--- src/rtl/tri_bus_arbiter.sv ---
// Round-robin owner of a shared tri-state bus. It drives a one-hot gnt/oe and grants one cycle after req.
// Ownership ends on req release or after MAX_HOLD cycles, followed by TURN_CYCLES all-low cycles.
module tri_bus_arbiter #(
    parameter int NREQ        = 4,
    parameter int MAX_HOLD    = 8,
    parameter int TURN_CYCLES = 1,
    localparam int OW = (NREQ > 1) ? $clog2(NREQ) : 1,
    localparam int HW = $clog2(MAX_HOLD + 1),
    localparam int TW = $clog2(TURN_CYCLES + 1)
) (
    input  logic            clk,
    input  logic            rst,
    input  logic [NREQ-1:0] req,
    output logic [NREQ-1:0] gnt,
    output logic [NREQ-1:0] oe,
    output logic [OW-1:0]   owner,
    output logic            busy
);

    typedef enum logic [1:0] {IDLE, GRANT, TURN} state_t;

    state_t          state_q;
    logic [NREQ-1:0] gnt_q;
    logic [OW-1:0]   owner_q;
    logic [OW-1:0]   last_q;
    logic [HW-1:0]   hold_q;
    logic [TW-1:0]   turn_q;

    logic            win_vld;
    logic [OW-1:0]   win_idx;
    logic [NREQ-1:0] win_oh;
    logic            arb_now;

    function automatic logic [OW-1:0] rr_idx(input logic [OW-1:0] base, input int k);
        int s;
        s = int'(base) + k;
        if (s >= NREQ) s = s - NREQ;
        return OW'(s);
    endfunction

    // Scan from the farthest offset down so the requester nearest last_q+1 is assigned last and wins.
    always_comb begin
        win_vld = 1'b0;
        win_idx = '0;
        for (int k = NREQ; k >= 1; k--) begin
            if (req[rr_idx(last_q, k)]) begin
                win_vld = 1'b1;
                win_idx = rr_idx(last_q, k);
            end
        end
        win_oh  = {{(NREQ-1){1'b0}}, 1'b1} << win_idx;
        arb_now = (state_q == IDLE) ||
                  ((state_q == TURN) && (turn_q == TW'(TURN_CYCLES)));
    end

    always_ff @(posedge clk) begin
        if (rst) begin
            state_q <= IDLE;
            gnt_q   <= '0;
            owner_q <= '0;
            last_q  <= OW'(NREQ - 1);
            hold_q  <= '0;
            turn_q  <= '0;
        end else if (arb_now) begin
            turn_q <= '0;
            if (win_vld) begin
                state_q <= GRANT;
                gnt_q   <= win_oh;
                owner_q <= win_idx;
                last_q  <= win_idx;
                hold_q  <= HW'(1);
            end else begin
                state_q <= IDLE;
            end
        end else if (state_q == GRANT) begin
            if (req[owner_q] && (hold_q < HW'(MAX_HOLD))) begin
                hold_q <= hold_q + 1'b1;
            end else begin
                state_q <= TURN;
                gnt_q   <= '0;
                hold_q  <= '0;
                turn_q  <= TW'(1);
            end
        end else begin
            turn_q <= turn_q + 1'b1;
        end
    end

    assign gnt   = gnt_q;
    assign oe    = gnt_q;
    assign owner = owner_q;
    assign busy  = |gnt_q;

endmodule

--- config.mk ---
export PLATFORM = sky130hd
export DESIGN_NAME = tri_bus_arbiter
export DESIGN_NICKNAME = d
export VERILOG_FILES = /design/src/rtl/tri_bus_arbiter.sv
export SDC_FILE = /design/constraint.sdc
export NUM_CORES = 1
export LEC_CHECK = 0
export ABC_AREA = 1
export CELL_PAD_IN_SITES_DETAIL_PLACEMENT = 0
export CELL_PAD_IN_SITES_GLOBAL_PLACEMENT = 1
export CORE_MARGIN = 1.5
export CORE_UTILIZATION = 32
export CTS_CLUSTER_DIAMETER = 150
export DETAILED_ROUTE_END_ITERATION = 8
export MAX_ROUTING_LAYER = met4
export PLACE_DENSITY = 0.75
export SKIP_CTS_REPAIR_TIMING = 1
export SLEW_MARGIN = 0
export SYNTH_ARGS = -nofsm -noshare
export SYNTH_HDL_FRONTEND = slang
export SYNTH_SLANG_ARGS = --single-unit
--- constraint.sdc ---
create_clock -name clk -period 1.6 [get_ports clk]
set_clock_uncertainty 0.15 [all_clocks]
set_input_delay 0.24 -clock clk [delete_from_list [all_inputs] [get_ports clk]]
set_output_delay 0.24 -clock clk [all_outputs]
set_load 0.02 [all_outputs]
==> metrics.md <==
| Metric | Value |
|---|---|
| Clock Sinks | 15 |
| Gate count of the mapped netlist | 142 |
| Total inserted antenna cells | 0 |
| Via density per instance | 4.94 |
| CTS tree | yes |
| Slew at the pin closest to its max-slew limit | 365 ps |
| Highest-count cells in the layout ignoring fill and taps | sky130_fd_sc_hd__nand2_1 (26), sky130_fd_sc_hd__nand2_2 (20), sky130_fd_sc_hd__inv_1 (17) |
| Leakage power total | ~0.00087 uW |
| End point of the most critical hold path | state_q[0] |
| CTS buffer count | 3 |
| Clock-pin slew reported for the worst setup and hold paths after clock tree synthesis | 90 ps |
| Final setup viols | 6 |
| Die area | 3300 um2 |
| Timing-limited maximum frequency | roughly 0.6 GHz |
| Worst min-delay path class | register to register |
| Number of synthesized flops with an enable pin | 0 |
| Reg2reg end | gnt[2] |
| Ratio of total power to cell area | 2050 nW/um2 |
| Share of Yosys cell area claimed by the top area cell type | 31.6% |
| Count of vias placed by the detailed router | 1,012 |
| Detail Route Antenna Nets | 0 |
| Number of antenna violations at the first check in global routing | 0 |
| Area contributors post-synth | sky130_fd_sc_hd__dfxtp_1 (32%), sky130_fd_sc_hd__nand2_1 (19%), sky130_fd_sc_hd__inv_1 (7.5%), sky130_fd_sc_hd__a21oi_1 (7.4%), sky130_fd_sc_hd__nand3_1 (3.2%) |
| Worst slack at placement | -310 ps |
| Data arrival time at the worst-slack endpoint | about 1300 ps |
| Die W | between 50 and 60 um |
| Share of synthesized area occupied by flip-flops and latches | 31.6% |
| Placeable core region | between 2000 and 3000 um2 |
| Most common cell after layout, fill and taps aside | sky130_fd_sc_hd__nand2_1 |
| Height of the die | 57.5 um |
| Violated checks | setup timing |
| Min-Delay Startpoint | state_q[0] |
| Hold Worst Slack | roughly 340 ps |
| Count of distinct cell types in the synthesized netlist | 24 |
| VDD IR max | 1.08 mV |
| Clock insertion delay at the later pin of the skew report | about 290 ps |
| Unrepaired setup endpoints after global routing | true |
| Std cell rows | 19 |
| Setup slack of the most critical reg-to-reg path | -20 ps |
| Critical Path RT | between 1000 and 1500 ps |
| H-tree depth | 1 |
| Critical setup path kind | register to output pin |
| Hold-critical path depth | 2 |
| Buffers added on ports | 16 |
| Ratio of cells with drive above 1 in the final layout | 42.0% |
| Final critical-path share of the clock period | 106% |
| First-pass GRT wire length | between 3 and 4 mm |
| Async set or reset register ratio after synthesis | 0% |
| Final min period | 1690 ps |
| Nets in the synthesized netlist | approximately 150 |
| Number of cell instances on the worst register-to-register path | 8 |
| Number of top-level pins | 17 |
| NumNets Final | 182 |
| Total of flip-flops plus latches after synthesis | 15 |
| Non-Filler Cell Area, Final | 1460 um2 |
| CTS root buf | sky130_fd_sc_hd__clkbuf_4 |
| Crit Reg-Reg Startpoint | last_q[0] |
| CTS Buffer Depth | 2 |
| Initial core utilization | between 30% and 40% |
| Top cell type by total area after synthesis | sky130_fd_sc_hd__dfxtp_1 |
| Remaining global-route overflow | 0 |
| Average footprint of a synthesized cell | 6.69 um2 |
| Relative slew slack | 75.6% |
| Area added between synthesis and finish | 53.8% |
| Final critical-path setup slack | -93.3 ps |
| Final count of pins violating max slew | 0 |
| Max Cap Violations | 0 |
| Count of unresolved DRC violations after routing | 0 |
| Post-synth design cell area | 950 um2 |
| Detailed-placement wirelength estimate | 1.73 mm |
| Outcome | complete, but fails checks |
| Kind of start point of the critical path | register |
| Ys flop type | sky130_fd_sc_hd__dfxtp_1 |
| Routability-driven placement congestion ratio | 0.846 |
| Pin count of the biggest net entering global routing | 10 |
| Final Routed Wirelength | 2.46 mm |
| Yosys Warn Count | 0 |
| Crit. End Element | output pin |
| Total routing usage reported by global routing | 15.1% |
| Wire length per cell | 12.0 um |
| Detailed-router iteration count before antenna repair | 4 |
| Final Hold Vio Count | 0 |
| Detailed router's first-iteration violation count | 11 |
| Number of global-route vias before repair | 900 |
| Instance area at placement | ~1200 um2 |
| Maximum fanout along the worst path | 2 |
layer usage:
| metal | wire, um | share of wire (%) | global-route usage (%) | vias up |
|---|---|---|---|---|
| met5 | 0 | 0 | - | - |
| met4 | 54 | 2.2 | 5.98 | 0 |
| met3 | 102 | 4.1 | 3.40 | 7 |
| met2 | 1220 | 50 | 23.1 | 25 |
| met1 | 1080 | 44 | 19.1 | 468 |
| li1 | - | - | - | 512 |
registers in the layout, indices dropped and copies added (netlist names):
name / cells
gnt: 4
hold_q: 4
last_q: 2
owner: 2
state_q: 2
turn_q: 1
per-stage QoR:
stage | setup TNS (ps) | instances | total power (uW) | utilization (%)
global route | -933 | 205 | 3270 | 52.5
floorplan | 0 | 142 | 1740 | -
global placement | -3560 | 199 | 2330 | 43.5
detailed placement | -3600 | 199 | 2330 | 43.5
finish | -162 | 205 | 2990 | 52.5
CTS | -2640 | 203 | 2560 | 44.5
synthesized netlist by cell type (3+ instances only):
cell                       instances
sky130_fd_sc_hd__nand2_1          49
sky130_fd_sc_hd__inv_1            19
sky130_fd_sc_hd__dfxtp_1          15
sky130_fd_sc_hd__a21oi_1          14
sky130_fd_sc_hd__nand3_1           6
sky130_fd_sc_hd__o21ai_0           6
sky130_fd_sc_hd__nor2_1            5
sky130_fd_sc_hd__buf_4             4
sky130_fd_sc_hd__nand2_2           3
sky130_fd_sc_hd__nand4_1           3
sky130_fd_sc_hd__o211ai_1          3
kinds of logic after synthesis:
family	count (synthesis)	synth area share [%]
and+or+nand+nor	72	34.1
adders and majority gates	1	1.32
buffers and inverters	28	15.7
xor gates and xnor gates	1	0.922
DFF	15	31.6
AOI/OAI and AO/OA	25	16.3
cell type report:
class                           count  area, um2
Timing Repair Buffer               35        349
Clock inverter                      1       5.00
Tap cell                           31       38.8
Fill cell                         257       1320
Clock buffer                        3       22.5
Sequential cell                    15        305
Multi-Input combinational cell     99        651
Inverter                           21       88.8
critical path, cell delays in order (launching register included):
cell and delay (ps):
sky130_fd_sc_hd__dfxtp_1 320, sky130_fd_sc_hd__or4_1 520, sky130_fd_sc_hd__buf_2 170
power by group:
group	switching (uW)	total (uW)	internal, uW	leakage [uW]
clock network	124	217	93.0	0.0000177
registers	121	630	509	0.000123
logic	1220	2150	930	0.000724
total	1460	2990	1530	0.000865
worst max path at each step:
stage	startpoint	to	slack, ps	cells after the start
3_3_place_gp	req[2]	gnt[3]	-300	10
3_5_place_dp	req[0]	last_q[0]	-310	12
4_1_cts	gnt[0]	busy	-490	2
2_1_floorplan	last_q[0]	last_q[0]	50	13
6_report	gnt[0]	busy	-90	2
5_1_grt	gnt[0]	busy	-160	2
No activity file was read; power rests on OpenSTA's default activity.
